[config.mk]
export PLATFORM = sky130hd
export DESIGN_NAME = alarm_scheduler
export DESIGN_NICKNAME = d
export VERILOG_FILES = /design/src/rtl/alarm_scheduler.sv
export SDC_FILE = /design/constraint.sdc
export NUM_CORES = 1
export LEC_CHECK = 0
export BUFFER_PORTS_ARGS = -buffer_cell sky130_fd_sc_hd__buf_2
export CAP_MARGIN = 10
export CELL_PAD_IN_SITES_DETAIL_PLACEMENT = 1
export CELL_PAD_IN_SITES_GLOBAL_PLACEMENT = 2
export CORE_UTILIZATION = 43
export DETAILED_ROUTE_END_ITERATION = 8
export PLACE_DENSITY_LB_ADDON = 0.1
export SYNTH_ARGS = -nofsm -noshare
export SYNTH_HDL_FRONTEND = slang
export SYNTH_SLANG_ARGS = --single-unit
[constraint.sdc]
create_clock -name clk -period 7.2 [get_ports clk]
set_input_delay 1.44 -clock clk [delete_from_list [all_inputs] [get_ports clk]]
set_output_delay 1.44 -clock clk [all_outputs]
set_load 0.1 [all_outputs]
[src/rtl/alarm_scheduler.sv]
`default_nettype none
// ============================================================================
// alarm_scheduler : multi-slot BCD alarm with beep cadence, ring timeout,
//                   snooze (BCD wrap past midnight) and dismiss.
// Revision        : 1.0
// ============================================================================
module alarm_scheduler #(
    parameter  int N_ALARMS   = 4,
    parameter  int RING_SEC   = 60,
    parameter  int SNOOZE_MIN = 5,
    parameter  int BEEP_ON    = 1,
    parameter  int BEEP_OFF   = 1,
    localparam int IDX_W      = (N_ALARMS > 1) ? $clog2(N_ALARMS) : 1
) (
    input  logic                clk,
    input  logic                rst,
    input  logic                sec_tick_i,
    input  logic [3:0]          hourdec_now_i,
    input  logic [3:0]          hourone_now_i,
    input  logic [3:0]          mindec_now_i,
    input  logic [3:0]          minone_now_i,
    input  logic                cfg_we_i,
    input  logic [IDX_W-1:0]    cfg_idx_i,
    input  logic [15:0]         cfg_time_i,
    input  logic                cfg_en_i,
    input  logic                snooze_i,
    input  logic                dismiss_i,
    output logic                aud_en_o,
    output logic                ringing_o,
    output logic                snoozed_o,
    output logic [IDX_W-1:0]    active_idx_o,
    output logic [N_ALARMS-1:0] slot_en_o
);

    localparam int         SEC_W      = $clog2(RING_SEC + 1);
    localparam int         c_CAD_MAX  = (BEEP_ON > BEEP_OFF) ? BEEP_ON : BEEP_OFF;
    localparam int         CAD_W      = $clog2(c_CAD_MAX + 1);
    localparam logic [SEC_W-1:0] c_SEC_LAST = SEC_W'(RING_SEC - 1);
    localparam logic [CAD_W-1:0] c_ON_LAST  = CAD_W'(BEEP_ON - 1);
    localparam logic [CAD_W-1:0] c_OFF_LAST = CAD_W'(BEEP_OFF - 1);
    localparam logic [3:0] c_SNZ_TENS = 4'(SNOOZE_MIN / 10);
    localparam logic [3:0] c_SNZ_ONES = 4'(SNOOZE_MIN % 10);

    typedef enum logic [1:0] {
        S_IDLE   = 2'd0,
        S_RING   = 2'd1,
        S_SNOOZE = 2'd2
    } state_t;

    state_t            state_q;
    logic [15:0]       prev_q;
    logic              prev_valid_q;
    logic [15:0]       slot_time_q [N_ALARMS];
    logic [N_ALARMS-1:0] slot_en_q;
    logic [IDX_W-1:0]  active_idx_q;
    logic              aud_en_q;
    logic              ringing_q;
    logic              snoozed_q;
    logic [SEC_W-1:0]  sec_cnt_q;
    logic [CAD_W-1:0]  cad_cnt_q;
    logic [15:0]       target_q;

    logic [15:0]       w_now;
    logic              w_edge;
    logic              w_kill;
    logic              w_win_valid;
    logic [IDX_W-1:0]  w_win_idx;
    logic [4:0]        w_mo_sum, w_md_sum;
    logic              w_mo_c, w_md_c;
    logic [3:0]        w_t_hd, w_t_ho, w_t_md, w_t_mo;
    logic [15:0]       w_target;

    assign w_now  = {hourdec_now_i, hourone_now_i, mindec_now_i, minone_now_i};
    assign w_edge = prev_valid_q && (w_now != prev_q);
    assign w_kill = cfg_we_i && !cfg_en_i && (cfg_idx_i == active_idx_q);

    // Descending scan so the lowest matching slot is the one left standing.
    always_comb begin
        w_win_valid = 1'b0;
        w_win_idx   = '0;
        for (int i = N_ALARMS - 1; i >= 0; i--) begin
            if (w_edge && slot_en_q[i] && (slot_time_q[i] == w_now)) begin
                w_win_valid = 1'b1;
                w_win_idx   = IDX_W'(i);
            end
        end
    end

    always_comb begin
        w_mo_sum = {1'b0, minone_now_i} + {1'b0, c_SNZ_ONES};
        w_mo_c   = (w_mo_sum >= 5'd10);
        w_t_mo   = w_mo_c ? 4'(w_mo_sum - 5'd10) : w_mo_sum[3:0];
        w_md_sum = {1'b0, mindec_now_i} + {1'b0, c_SNZ_TENS} + {4'b0000, w_mo_c};
        w_md_c   = (w_md_sum >= 5'd6);
        w_t_md   = w_md_c ? 4'(w_md_sum - 5'd6) : w_md_sum[3:0];
        w_t_hd   = hourdec_now_i;
        w_t_ho   = hourone_now_i;
        if (w_md_c) begin
            if (hourdec_now_i == 4'd2 && hourone_now_i == 4'd3) begin
                w_t_hd = 4'd0;
                w_t_ho = 4'd0;
            end else if (hourone_now_i == 4'd9) begin
                w_t_hd = hourdec_now_i + 4'd1;
                w_t_ho = 4'd0;
            end else begin
                w_t_ho = hourone_now_i + 4'd1;
            end
        end
    end
    assign w_target = {w_t_hd, w_t_ho, w_t_md, w_t_mo};

    always_ff @(posedge clk or posedge rst) begin
        if (rst) begin
            state_q      <= S_IDLE;
            prev_q       <= '0;
            prev_valid_q <= 1'b0;
            slot_en_q    <= '0;
            for (int i = 0; i < N_ALARMS; i++) slot_time_q[i] <= '0;
            active_idx_q <= '0;
            aud_en_q     <= 1'b0;
            ringing_q    <= 1'b0;
            snoozed_q    <= 1'b0;
            sec_cnt_q    <= '0;
            cad_cnt_q    <= '0;
            target_q     <= '0;
        end else begin
            prev_q       <= w_now;
            prev_valid_q <= 1'b1;
            if (cfg_we_i && (int'(cfg_idx_i) < N_ALARMS)) begin
                slot_time_q[cfg_idx_i] <= cfg_time_i;
                slot_en_q[cfg_idx_i]   <= cfg_en_i;
            end
            case (state_q)
                S_IDLE: begin
                    if (w_win_valid) begin
                        state_q      <= S_RING;
                        active_idx_q <= w_win_idx;
                        aud_en_q     <= 1'b1;
                        ringing_q    <= 1'b1;
                        sec_cnt_q    <= '0;
                        cad_cnt_q    <= '0;
                    end
                end
                S_RING: begin
                    if (dismiss_i || w_kill) begin
                        state_q   <= S_IDLE;
                        aud_en_q  <= 1'b0;
                        ringing_q <= 1'b0;
                    end else if (snooze_i) begin
                        state_q   <= S_SNOOZE;
                        aud_en_q  <= 1'b0;
                        ringing_q <= 1'b0;
                        snoozed_q <= 1'b1;
                        target_q  <= w_target;
                    end else if (sec_tick_i) begin
                        if (sec_cnt_q == c_SEC_LAST) begin
                            state_q   <= S_IDLE;
                            aud_en_q  <= 1'b0;
                            ringing_q <= 1'b0;
                        end else begin
                            sec_cnt_q <= sec_cnt_q + 1'b1;
                            if (cad_cnt_q == (aud_en_q ? c_ON_LAST : c_OFF_LAST)) begin
                                aud_en_q  <= !aud_en_q;
                                cad_cnt_q <= '0;
                            end else begin
                                cad_cnt_q <= cad_cnt_q + 1'b1;
                            end
                        end
                    end
                end
                S_SNOOZE: begin
                    if (dismiss_i || w_kill) begin
                        state_q   <= S_IDLE;
                        snoozed_q <= 1'b0;
                    end else if (w_edge && (w_now == target_q)) begin
                        // A tick landing on re-entry counts as the first second of the new ring.
                        state_q   <= S_RING;
                        ringing_q <= 1'b1;
                        snoozed_q <= 1'b0;
                        sec_cnt_q <= sec_tick_i ? SEC_W'(1) : '0;
                        if (sec_tick_i && (BEEP_ON == 1)) begin
                            aud_en_q  <= 1'b0;
                            cad_cnt_q <= '0;
                        end else begin
                            aud_en_q  <= 1'b1;
                            cad_cnt_q <= sec_tick_i ? CAD_W'(1) : '0;
                        end
                    end
                end
                default: state_q <= S_IDLE;
            endcase
        end
    end

    assign aud_en_o     = aud_en_q;
    assign ringing_o    = ringing_q;
    assign snoozed_o    = snoozed_q;
    assign active_idx_o = active_idx_q;
    assign slot_en_o    = slot_en_q;

endmodule
`default_nettype wire

# == Word-level counts from Yosys, hierarchy flattened ==
# Index checks and enable logic that the tools add are counted.
# totals
register_bits,115
elab_cells,153
memories,0
latchBits,0
output_inout_bits,9
mem_bits_ro,0
mem_bits_rw,0
# op_classes
muxes,69
magnitude_cmp,6
n_div,0
n_mul,0
reduce_logical,28
n_bitwise,2
shift,0
eq_ne,25
addsub,8
# op_table
cell,count
equality test 16 bit,5
bitwise mux 64 bit,1
2-to-1 mux 6 bit,7
demux 16 bit (select 2 bit),1
2-to-1 mux 1 bit,32
2-to-1 mux 4 bit,8
2-to-1 mux 2 bit,11
one-hot mux 6 bit (3 select lines),1
2-to-1 mux 16 bit,1
inequality test 16 bit,1
inequality test 2 bit (second input constant),8
logical AND 1 bit,15
AND reduction 6 bit,2
one-hot mux 1 bit (3 select lines),3
adder 4 x 1 -> 4 bit (second input constant),2
equality test 4 x 2 -> 1 bit (second input constant),2
inequality test 4 bit (second input constant),2
AND reduction 4 bit,2
AND reduction 8 bit,1
adder 6 x 1 -> 6 bit (second input constant),1
equality test 6 bit (second input constant),1
one-hot mux 2 bit (3 select lines),1
adder 4 x 1 -> 5 bit,1
adder 4 x 3 -> 5 bit (second input constant),1
other kinds (27),28

# == Depth between registers and ports, before layout ==
# Gate-level depths: netlist of run 1.
# depth
ltp_word,10
depth_mapped,16
ltp_nobuf,15

# == Worst setup path before layout of run 1 ==
# No wires, ideal clock.
# synth_path
path_type,in2reg
startpoint,input minone_now_i[1]
endpoint,register target_q[15]
required_time_ns,7.064
setup_ns,0.136
path_stages,16
path_buffers,1
path_slack_ns,2.874
arrival_ns,4.190
path_cell_list,buf_4 inv_1 ha_1 ha_1 a31oi_1 o21ai_0 a21oi_1 ha_1 ha_1 a31oi_1 a31oi_1 o22ai_2 nor2_1 nand4_1 xor2_1 o21ai_0
# synth_between
elab_chain_cells,5
# synth_rtl
element,line,source
start: declaration,21,"input logic [3:0] minone_now_i,"
adder 4 x 3 -> 5 bit,90,"w_mo_sum = {1'b0, minone_now_i} + {1'b0, c_SNZ_ONES};"
>= comparator 5 x 4 -> 1 bit,91,w_mo_c = (w_mo_sum >= 5'd10);
adder 4 x 1 -> 5 bit,93,"w_md_sum = {1'b0, mindec_now_i} + {1'b0, c_SNZ_TENS} + {4'b0000, w_mo_c};"
>= comparator 5 x 3 -> 1 bit,94,w_md_c = (w_md_sum >= 5'd6);
2-to-1 mux 4 bit,98,if (w_md_c) begin
end signal: assignment,154,target_q <= w_target;
end: declaration,61,logic [15:0] target_q;
# Every way passes these cells.
# A chain may end at the register's enable or synchronous reset.

# == Worst setup path in the final report of run 1 ==
# layout_path
startpoint,input minone_now_i[0]
endpoint,register target_q[15]
# The elaborated chain is that of the path after synthesis.

==> results of run 1 <==
-- stage by stage --
step / cells / setup slack (ns) / area (um2)
finish: 793 / 2.66 / 7070
global route: 793 / 2.26 / 7070
CTS: 793 / 2.63 / 7070
detailed placement: 761 / 2.19 / 6500
global placement: 761 / 2.43 / 6500
floorplan: 558 / 2.74 / 6190
-- state kept, by name, summed over array words and instances (netlist names) --
signal        cells
sec_cnt_q         6
slot_en_o         4
prev_q           16
state_q           2
ringing_o         1
snoozed_o         1
active_idx_o      2
aud_en_o          1
prev_valid_q      1
target_q         16
slot_time_q      64
-- report_power, final --
part,switching [uW],internal [uW],total (uW)
Clock,310,494,804
Combinational,366,245,611
Sequential,110,784,894
Total,786,1520,2310
-- cells by family (layout without fill, tap and decap cells) --
group                      Yosys count  in the layout  share of synthesized area, %
xor gates and xnor gates           108            108                          15.4
other                                1              1                        0.0605
DFF                                114            114                          46.1
and+or+nand+nor                    130            130                          11.1
adders and majority gates           15             15                          3.03
AOI/OAI and AO/OA                   69             69                          7.15
buffers and inverters               51            106                          4.44
muxes                               70             70                          12.7
-- critical path, cell delays in order --
cell and delay (ns):
buf_2 0.25, ha_1 0.28, xor2_1 0.20, ha_1 0.27
a31oi_1 0.05, o21ai_0 0.16, a21oi_1 0.14, ha_1 0.24
ha_1 0.37, inv_1 0.10, a31oi_1 0.20, o22ai_2 0.21
nor2_1 0.46, nand4_1 0.17, xor2_1 0.17, o21ai_0 0.14
-- cell type report --
class,count,area (um2)
Clock inverter,11,105
Tap cell,180,225
Timing Repair Buffer,52,268
Inverter,22,85.1
Sequential cell,114,2850
Clock buffer,21,460
Fill cell,1531,6920
Multi-Input combinational cell,393,3070
-- worst max-delay path by stage --
| stage | start | to | slack, ns | cells after the start |
|---|---|---|---|---|
| 2_1_floorplan | rst | active_idx_o[0]$_DFFE_PP0P_ | 2.74 | 1 |
| 6_report | minone_now_i[0] | target_q[15]$_DFFE_PP0P_ | 2.66 | 16 |
| 3_3_place_gp | minone_now_i[0] | target_q[15]$_DFFE_PP0P_ | 2.43 | 16 |
| 4_1_cts | minone_now_i[0] | target_q[15]$_DFFE_PP0P_ | 2.63 | 16 |
| 5_1_grt | minone_now_i[0] | target_q[15]$_DFFE_PP0P_ | 2.26 | 16 |
| 3_5_place_dp | minone_now_i[0] | target_q[15]$_DFFE_PP0P_ | 2.19 | 16 |
-- cells in the final DEF (no fill, tap or decap), types with 6 or more instances in the layout --
master     synthesis  final
nor3_1             8      8
a21oi_1           11     11
nand3_1           15     15
buf_2              1     49
a31oi_1           11     11
dfrtp_1          114    114
mux2_2            67     67
o21ai_0           26     26
xnor2_1           41     41
xor2_1            66     66
ha_1              15     15
nand4_1           12     12
clkbuf_16          0     17
nor2_1            14     14
inv_1             21     20
nand2b_1           6      6
nand2_1           36     36
nor4_1            20     20
-- metal layers --
layer  GRT usage [%]  wire length, um  part of all wire (%)
met5               0                0                     0
met4            7.95              240                   1.5
met3            4.40              347                   2.2
met2            40.1             7940                    51
met1            29.3             7130                    46
==> summary.md, run 1 <==
The clock passes through at most 2 buffers. Across all layers, the routed design uses 4,296 vias. Yosys mapped a number of flops with a built-in enable equal to 0.

The synthesized area divided by synthesized cell count came out at 11.1 um2. The final period demand of the worst path is 4.54 ns. The total CTS buffers was 17. The area growth from synthesis to layout works out to 14.1%. The number of port buffers is 49. The worst setup path is launched from an input pin. For hold timing, the worst endpoint is target_q[3]$_DFFE_PP0P_. Counting every net in the synthesized netlist gives 614. The transition time at the pin with the least slew margin was 1.10 ns; the count of unique library cells instantiated by Yosys was 50.

The hold slack was 0.501 ns; the per-cell routed wire length was 19.7 um. Dividing total power by cell area gives a power density of 327 nW/um2. The biggest fanout along the worst timing path is 12.

For the maximum resistive drop on vdd, the log shows 182 uV. After synthesis, the most frequently instantiated cells are dfrtp_1, mux2_2, xor2_1. After clock tree synthesis, the flow added hold-fix buffers numbering 0. After technology mapping, the gate count stands at 558. The clock-pin slew of the registers on the worst-case setup and hold paths works out to 0.05 ns. The Yosys step of the flow raised 0 warnings. For the initial antenna violation count, the log shows 0.

The tools report the half-perimeter wire length of the detailed placement result as 11,100 um. Counting flops with an async set or reset pin after synthesis yields a share of 100%. The maximum operating frequency is 220 MHz, and the total power consumption of the routed design is 2310 uW. 0 antenna diodes ended up in the layout. In the post-synthesis netlist, the cell with the most instances is dfrtp_1. Among all flip-flop cells after synthesis, the most frequent one is dfrtp_1. At the later pin of the worst-skew pair, clock insertion delay measures 0.42 ns. The tree is rooted in a clkbuf_16.

Number of nets in the layout: 656. For this run, the total global-route usage over all layers was measured as 23.4%. Critical path class: in2reg.

In this run the horizontal extent of the chip is 122 um. The area of the core was 14,000 um2. The initial utilization of the core area, before any placement, comes to 44.3%. By area the synthesized netlist is led by dfrtp_1, mux2_2, xor2_1.

The startpoint identified for the worst hold timing path is target_q[3]$_DFFE_PP0P_. The number of synthesized register bits is 114, and the number of gates given a new drive strength after cts is 0. In the final timing run, aggregate negative setup slack is 0 ns.

Clock skew on the completed layout was measured at 0.0117 ns. In this run the post-CTS setup repair buffer count came out at 0. Of the cells placed in the final design, the portion with a size suffix greater than 1 is 26.4%. The synthesized netlist occupies a cell area of 6190 um2. The run gives 4.69 ns as the minimum setup slack among reg-to-reg paths. Setup violation total in the final timing report: 0.

Dividing the detail-routed via count by the number of cells gives 5.42. The maximum level of the CTS H-tree was 4. The first-iteration detailed-routing DRC count is 168. The clock drives 114 sinks.

The count of cells along the worst register-to-register path came out at 7. Of the synthesized area, sequential elements account for 46.1%. The number of iterations in the first detailed-routing pass came out at 4.

Setup repair after global routing left no endpoint under its margin. At the end of routability-driven placement, the weighted congestion stood at 0.785. The number of global-route vias before repair is 4,637. The data arrival time of the critical path came out at 4.87 ns.

The endpoint type of the worst setup path was a flip-flop. The final worst-path cycle share came out at 63.1%. The beginning of the worst register-to-register path was slot_time_q[33]$_DFFE_PP0P_.

After synthesis, the largest area contributor takes up 46.1% of total cell area. The min-delay analysis places its worst path in the category reg2reg. Routed wire length: 15,700 um.

TritonCTS built the clock tree. The run gives 0 as the number of max-slew violations in the final report. In this run the count of I/O pins placed on the die edge is 50. The final hold violation count is 0, and the leakage dissipation is 0.00309 uW.

The run gives 26.5% as the worst slew margin relative to its limit. The flow ran to the end, and the final reports show no timing, DRC or antenna violations. For the antenna violation net count after detailed routing, the log shows 0.

The tools report the endpoint of the worst-slack reg-to-reg timing path as state_q[1]$_DFFE_PP0P_. The synthesized design spends more area on one cell type than any other, namely dfrtp_1. The total die area was 14,900 um2; the number of rows created at floorplan was 43.

The first global-routing pass estimated 25,400 um of wire. The worst hold path passes through 2 cells. The logs give 0 for the max-cap violation count and 68 for the largest net degree at the start of global routing.

The run gives 7.53 ns as the required time at the endpoint of the critical path. The total overflow left after global routing is 0. For the share of the core filled with cells, the log shows 50.5%. In the routed design, unresolved DRC markers number 0. Measured along the y axis, the die boundary spans 122 um.
No activity file was read; power rests on OpenSTA's default activity.
==> run 2: changes to the inputs <==
- CORE_UTILIZATION: 43 -> 40
- clock period: 7.2 -> 4.75 ns (I/O delays scaled with it)
==> summary.md, run 2 (synthesis results as in run 1) <==
The flow ran to the end, and the final reports show no timing, DRC or antenna violations. The minimum setup slack among reg-to-reg paths was 2.17 ns (was 4.69 ns). The tools report the first-iteration detailed-routing DRC count as 129 (was 168). The area growth from synthesis to layout came out at 14.9% (was 14.1%). TritonCTS built the clock tree. The number of global-route vias before repair was 4,643 (was 4,637). The deepest clock path buffer count is 2 (unchanged). The run gives 274 uV (was 182 uV) as the maximum resistive drop on vdd.

The number of nets in the layout was 658 (was 656); the clock-pin slew of the registers on the worst-case setup and hold paths was 0.06 ns (was 0.05 ns). The biggest fanout along the worst timing path works out to 12 (unchanged). For the largest net degree at the start of global routing, the log shows 46 (was 68). The width of the die was 126 um (was 122 um); the max-cap violation count was 0 (unchanged). The effective utilization at floorplan was 40.9% (was 44.3%); the per-cell routed wire length was 19.6 um (was 19.7 um).

The antenna violation net count after detailed routing was 0 (unchanged); the data arrival time of the critical path was 4.39 ns (was 4.87 ns). Number of antenna diodes: 0 (unchanged). The critical-path cell with the highest stage delay is nor2_1 (unchanged). The leakage dissipation came out at 0.00311 uW (was 0.00309 uW). The area of the core was 15,100 um2 (was 14,000 um2).

The required time at the endpoint of the critical path was 5.08 ns (was 7.53 ns); the biggest cell delay along the critical path was 0.44 ns (was 0.46 ns). The clock network fraction of design power is 36.1% (was 34.8%), and the setup violation total in the final timing report is 0 (unchanged). The logs give 0.42 ns (about the same) for the clock latency of the later-clocked register in the worst-skew pair and 0.498 ns (was 0.501 ns) for the hold slack. The wire length of the first global-routing pass was 25,900 um (was 25,400 um). The startpoint kind of the worst setup timing path is an input pin (unchanged). The transition time at the pin with the least slew margin works out to 1.09 ns (was 1.10 ns). Final period demand of the worst path: 4.06 ns. The total die area came out at 16,000 um2 (was 14,900 um2). The number of flip-flops under the largest register name is 64 (unchanged). The logs give 4 (unchanged) for the number of iterations in the first detailed-routing pass and 0 (unchanged) for the overall overflow remaining after global route.

The part of the total power dissipated in sequential elements is 37.8% (was 38.7%). The worst setup slack after placement came out at 0.253 ns (was 2.19 ns). The global placer's final weighted congestion came out at 0.775 (was 0.785). The tools report the total internal power as 2380 uW (was 1520 uW).

The tools report the half-perimeter wire length of the detailed placement result as 11,400 um (was 11,100 um). Commonest cells after routing, fill and taps aside: dfrtp_1, mux2_2, xor2_1 (unchanged). Timing would allow up to 247 MHz. The routed wire length was 15,700 um (about the same). The logs give 4 (unchanged) for the maximum level of the CTS H-tree and 0 (unchanged) for the final hold violation count. The height of the chip came out at 126 um (was 122 um). For the share of total power in combinational logic, the log shows 26.1% (was 26.4%). The register with the most flip-flops is slot_time_q (unchanged). The power density normalized to cell area came out at 502 nW/um2 (was 327 nW/um2). The run gives 17 (unchanged) as the total CTS buffers. The worst slew margin relative to its limit is 26.8% (was 26.5%), and the setup skew after layout is 0.0188 ns (was 0.0117 ns). The net switching fraction of the power works out to 33.3% (was 34.1%). The endpoint type of the worst setup path is a flip-flop (unchanged). Setup TNS after final layout: 0 ns (unchanged). The path type of the worst min-delay path was in2async (was reg2reg). Registers with the most flip-flops: slot_time_q (64), prev_q (16), target_q (16) (unchanged). In the finished design, the share of the clock period the worst path needs comes to 85.4%.

The clock tree root buffer cell was clkbuf_16 (unchanged). The run gives 50 (unchanged) as the number of top-level pins. The least setup slack across all paths after layout was 0.694 ns (was 2.66 ns). The number of max-slew violations in the final report was 0 (unchanged). The total routing usage reported by global routing is 21.6% (was 23.4%), and the number of port buffers is 49 (unchanged). Cells traversed along the worst timing path: buf_2 -> ha_1 -> xor2_1 -> ha_1 -> a31oi_1 -> o21ai_0 -> a21oi_1 -> ha_1 -> ha_1 -> inv_1 -> a31oi_1 -> o22ai_2 -> nor2_1 -> nand4_1 -> xor2_1 -> o21ai_0 (unchanged). Setup repair after global routing left no endpoint under its margin.

For the number of rows created at floorplan, the log shows 45 (was 43). The critical path class is in2reg (unchanged). The most frequent standard cell in the layout excluding fill and tap cells was dfrtp_1 (unchanged). The most numerous cell on the critical path was ha_1 (unchanged). The count of clock tree sinks is 114 (unchanged), and the net switching power figure is 1190 uW (was 786 uW).

DRC violation count after routing: 0 (unchanged). Number of gates given a new drive strength after cts: 0 (unchanged). The initial antenna violation count is 0 (unchanged). Number of buffers inserted for hold repair after clock tree synthesis: 0 (unchanged). The tools report the total number of vias as 4,266 (was 4,296).

Share of cells above drive strength 1: 26.7% (was 26.4%). The post-CTS setup-driven buffer insertion count is 0 (unchanged), and the via density per instance is 5.32 (was 5.42).
## run 2: cell count changes in the layout (fill, tap and decap cells not counted), sizes merged
cell | before | now
buf | 52 | 54
clkinvlp | 4 | 3
clkbuf | 21 | 18
bufinv | 1 | 3
inv | 24 | 23
clkinv | 4 | 6
## run 2: per-layer routing
metal,wire length [um],vias up,global-route usage (%)
li1,-,2036,-
met1,7370,2179,28.1
met3,280,14,3.84
met2,7850,37,36.3
met4,195,0,7.30
met5,0,-,0
## run 2: path summary, 6_finish.rpt
| path | startpoint | cells past startpoint | end |
|---|---|---|---|
| min in group clk | ringing_o$_DFFE_PP0P_ | 1 | ringing_o$_DFFE_PP0P_ |
| max in group asynchronous | rst | 3 | sec_cnt_q[0]$_DFFE_PP0P_ |
| hold / removal | rst | 2 | slot_time_q[63]$_DFFE_PP0P_ |
| setup reg to reg | slot_time_q[33]$_DFFE_PP0P_ | 7 | state_q[1]$_DFFE_PP0P_ |
| setup / recovery | minone_now_i[0] | 16 | target_q[15]$_DFFE_PP0P_ |
| hold reg to reg | ringing_o$_DFFE_PP0P_ | 1 | ringing_o$_DFFE_PP0P_ |
## run 2: cell type report
| class | instances | area [um2] |
|---|---|---|
| fill | 1674 | 8030 |
| timing repair buffer | 54 | 283 |
| multi-input combinational | 393 | 3070 |
| inverter | 22 | 85.1 |
| clock buffer | 18 | 429 |
| clock inverter | 13 | 163 |
| sequential | 114 | 2850 |
| tap | 188 | 235 |
## run 2: power by group through the flow
| stage | Combinational, uW | Clock [uW] | Sequential (uW) |
|---|---|---|---|
| 2_1_floorplan | 628 | 0 | 1450 |
| 3_3_place_gp | 922 | 0 | 1360 |
| 3_5_place_dp | 939 | 0 | 1370 |
| 4_1_cts | 947 | 1310 | 1350 |
| 5_1_grt | 1040 | 1360 | 1380 |
| 6_report | 933 | 1290 | 1350 |
## run 2: metrics by stage
stage	util, %	total power [uW]	cell area [um2]	instances
floorplan	-	2080	6190	558
global placement	43.1	2280	6530	771
detailed placement	43.1	2310	6530	771
CTS	47.0	3610	7120	802
global route	47.0	3780	7120	802
finish	47.0	3570	7120	802
## run 2: worst max-delay path: cells and delay by family
kind	cells	cell delay, ns
compound gates	6	0.87
xor+xnor	2	0.40
fa+ha+maj	4	1.20
buf+inv	2	0.37
simple gates	2	0.62
==> run 3: changes to the inputs <==
- CORE_UTILIZATION: 40 -> 35
- REMOVE_ABC_BUFFERS: default -> 1
==> summary.md, run 3 (synthesis results as in run 1) <==
The run finished with clean final reports. The width of the die came out at 135 um (was 126 um). Count of cells along the worst register-to-register path: 7 (unchanged).

Commonest cells after routing, fill and taps aside: dfrtp_1, mux2_2, xor2_1 (unchanged). The run gives 25,900 um (about the same) as the wire length of the first global-routing pass. The tools report the total CTS buffers as 17 (unchanged). Number of max-slew violations in the final report: 0 (unchanged). The clock-pin slew of the registers on the worst-case setup and hold paths works out to 0.06 ns (about the same).

The first-iteration detailed-routing DRC count came out at 150 (was 129). The register with the most flip-flops is slot_time_q (unchanged). The DRC violation count after routing was 0 (unchanged). The largest net degree at the start of global routing was 64 (was 46); the leakage dissipation was 0.00315 uW (was 0.00311 uW). The tools report the beginning of the worst register-to-register path as slot_time_q[1]$_DFFE_PP0P_ (was slot_time_q[33]$_DFFE_PP0P_).

TritonCTS built the clock tree. The effective utilization at floorplan is 35.8% (was 40.9%), and the instance area after placement is 6600 um2 (was 6530 um2). The data arrival time of the critical path was 4.29 ns (was 4.39 ns); the power density normalized to cell area was 506 nW/um2 (was 502 nW/um2).

The worst slew margin relative to its limit came out at 22.3% (was 26.8%). The post-CTS setup-driven buffer insertion count came out at 0 (unchanged). Cells traversed along the worst timing path: buf_2 -> ha_1 -> xor2_1 -> ha_1 -> a31oi_1 -> o21ai_0 -> a21oi_1 -> ha_1 -> ha_1 -> inv_1 -> a31oi_1 -> o22ai_2 -> nor2_1 -> nand4_1 -> xor2_1 -> o21ai_0 (unchanged). The critical path launch point was minone_now_i[1] (was minone_now_i[0]).

Final period demand of the worst path: 3.97 ns (was 4.06 ns). The endpoint type of the worst setup path is a flip-flop (unchanged). The number of antenna diodes is 0 (unchanged).

The clock tree root buffer cell was clkbuf_16 (unchanged). The via density per instance was 5.11 (was 5.32). Setup repair after global routing left no endpoint under its margin. The required time at the endpoint of the critical path is 5.08 ns (about the same), and the biggest cell delay along the critical path is 0.42 ns (was 0.44 ns). The area growth from synthesis to layout came out at 16.6% (was 14.9%).

The most frequent standard cell in the layout excluding fill and tap cells is dfrtp_1 (unchanged). The final standard cell area without fillers was 7220 um2 (was 7120 um2); the maximum resistive drop on vdd was 262 uV (was 274 uV). The routed wire length is 16,000 um (was 15,700 um), and the half-perimeter wire length of the detailed placement result is 11,600 um (was 11,400 um). The logs give 0 (unchanged) for the max-cap violation count and 18,200 um2 (was 16,000 um2) for the total die area. Setup TNS after final layout: 0 ns (unchanged). The startpoint kind of the worst setup timing path was an input pin (unchanged).

The startpoint of the lowest-slack hold path is ringing_o$_DFFE_PP0P_. For the antenna violation net count after detailed routing, the log shows 0 (unchanged). The final worst-path cycle share is 83.5% (was 85.4%).

The worst hold path terminates at ringing_o$_DFFE_PP0P_. Registers with the most flip-flops: slot_time_q (64), prev_q (16), target_q (16) (unchanged). The most numerous cell on the critical path was ha_1 (unchanged). The critical path class is in2reg (unchanged). Number of cells on the worst hold path: 1. The critical-path cell with the highest stage delay is nor2_1 (unchanged). The share of cells above drive strength 1 was 27.1% (was 26.7%).

For the setup skew after layout, the log shows 0.00874 ns (was 0.0188 ns). Clock latency of the later-clocked register in the worst-skew pair: 0.41 ns (was 0.42 ns). Number of global-route vias before repair: 4,586 (was 4,643). The setup violation total in the final timing report was 0 (unchanged). The per-cell routed wire length works out to 19.0 um (was 19.6 um). The number of nets in the layout was 661 (was 658).

The minimum setup slack among reg-to-reg paths is 2.27 ns (was 2.17 ns), and the deepest clock path buffer count is 2 (unchanged). For the number of gates given a new drive strength after cts, the log shows 0 (unchanged). Maximum level of the CTS H-tree: 4 (unchanged). The final hold violation count was 0 (unchanged); the maximum operating frequency was 252 MHz (was 247 MHz). The count of clock tree sinks was 114 (unchanged).

The tools report the total routing usage reported by global routing as 19.3% (was 21.6%). The tools report the number of buffers inserted for hold repair after clock tree synthesis as 0 (unchanged). The number of port buffers came out at 49 (unchanged).

The number of flip-flops under the largest register name was 64 (unchanged); the transition time at the pin with the least slew margin was 1.16 ns (was 1.09 ns). The path type of the worst min-delay path was reg2reg (was in2async). For the number of top-level pins, the log shows 50 (unchanged). The tools report the area of the core as 17,300 um2 (was 15,100 um2). The initial antenna violation count is 0 (unchanged). The biggest fanout along the worst timing path was 11 (was 12); the overall overflow remaining after global route was 0 (unchanged). The endpoint of the worst-slack reg-to-reg timing path was state_q[1]$_DFFE_PP0P_ (unchanged). The tools report the global placer's final weighted congestion as 0.741 (was 0.775). The height of the chip was 135 um (was 126 um). Total number of vias: 4,299 (was 4,266).

The number of rows created at floorplan is 48 (was 45). The number of iterations in the first detailed-routing pass came out at 4 (unchanged).
==> run 3: final cells by class <==
cell class	instances	area, um2
clock buffer	21	470
clock inverter	10	156
fill	1896	10100
inverter	22	85.1
multi-input combinational	393	3070
sequential	114	2850
tap	225	282
timing repair buffer	57	305
==> run 3: where the power goes <==
group | leakage [uW] | switching [uW] | internal (uW)
registers | 0.00137 | 160 | 1190
logic | 0.00147 | 563 | 374
clock network | 0.000309 | 455 | 913
total | 0.00315 | 1180 | 2480
==> run 3: metal layers <==
metal | track usage, % | wire (um)
met5 | 0 | 0
met4 | 7.99 | 367
met3 | 3.72 | 387
met2 | 31.2 | 7840
met1 | 25.1 | 7430
==> run 3: worst max path at each step <==
stage / endpoint / slack [ns] / depth (start not counted)
finish: target_q[15]$_DFFE_PP0P_ / 0.78 / 16
global route: target_q[15]$_DFFE_PP0P_ / 0.55 / 16
CTS: target_q[15]$_DFFE_PP0P_ / 0.77 / 16
detailed placement: target_q[15]$_DFFE_PP0P_ / 0.35 / 16
global placement: target_q[15]$_DFFE_PP0P_ / 0.58 / 16
floorplan: active_idx_o[0]$_DFFE_PP0P_ / 0.78 / 1
==> run 3: worst max-delay path: cells and delay by family <==
family                   cells  cell delay (ns)
AO/OA/AOI/OAI                6             0.86
XOR/XNOR                     2             0.37
adder cells (fa/ha/maj)      4             1.17
buffers and inverters        2             0.35
AND/OR/NAND/NOR              2             0.60
==> run 3: per-stage QoR <==
step	utilization (%)	instances	hold WS, ns	power [uW]	setup slack [ns]
detailed placement	38.1	811	0.488	2310	0.347
global route	41.8	842	0.521	3860	0.553
CTS	41.8	842	0.501	3700	0.767
finish	41.8	842	0.498	3650	0.782
global placement	38.1	811	0.480	2290	0.577
floorplan	-	529	0.468	2020	0.784
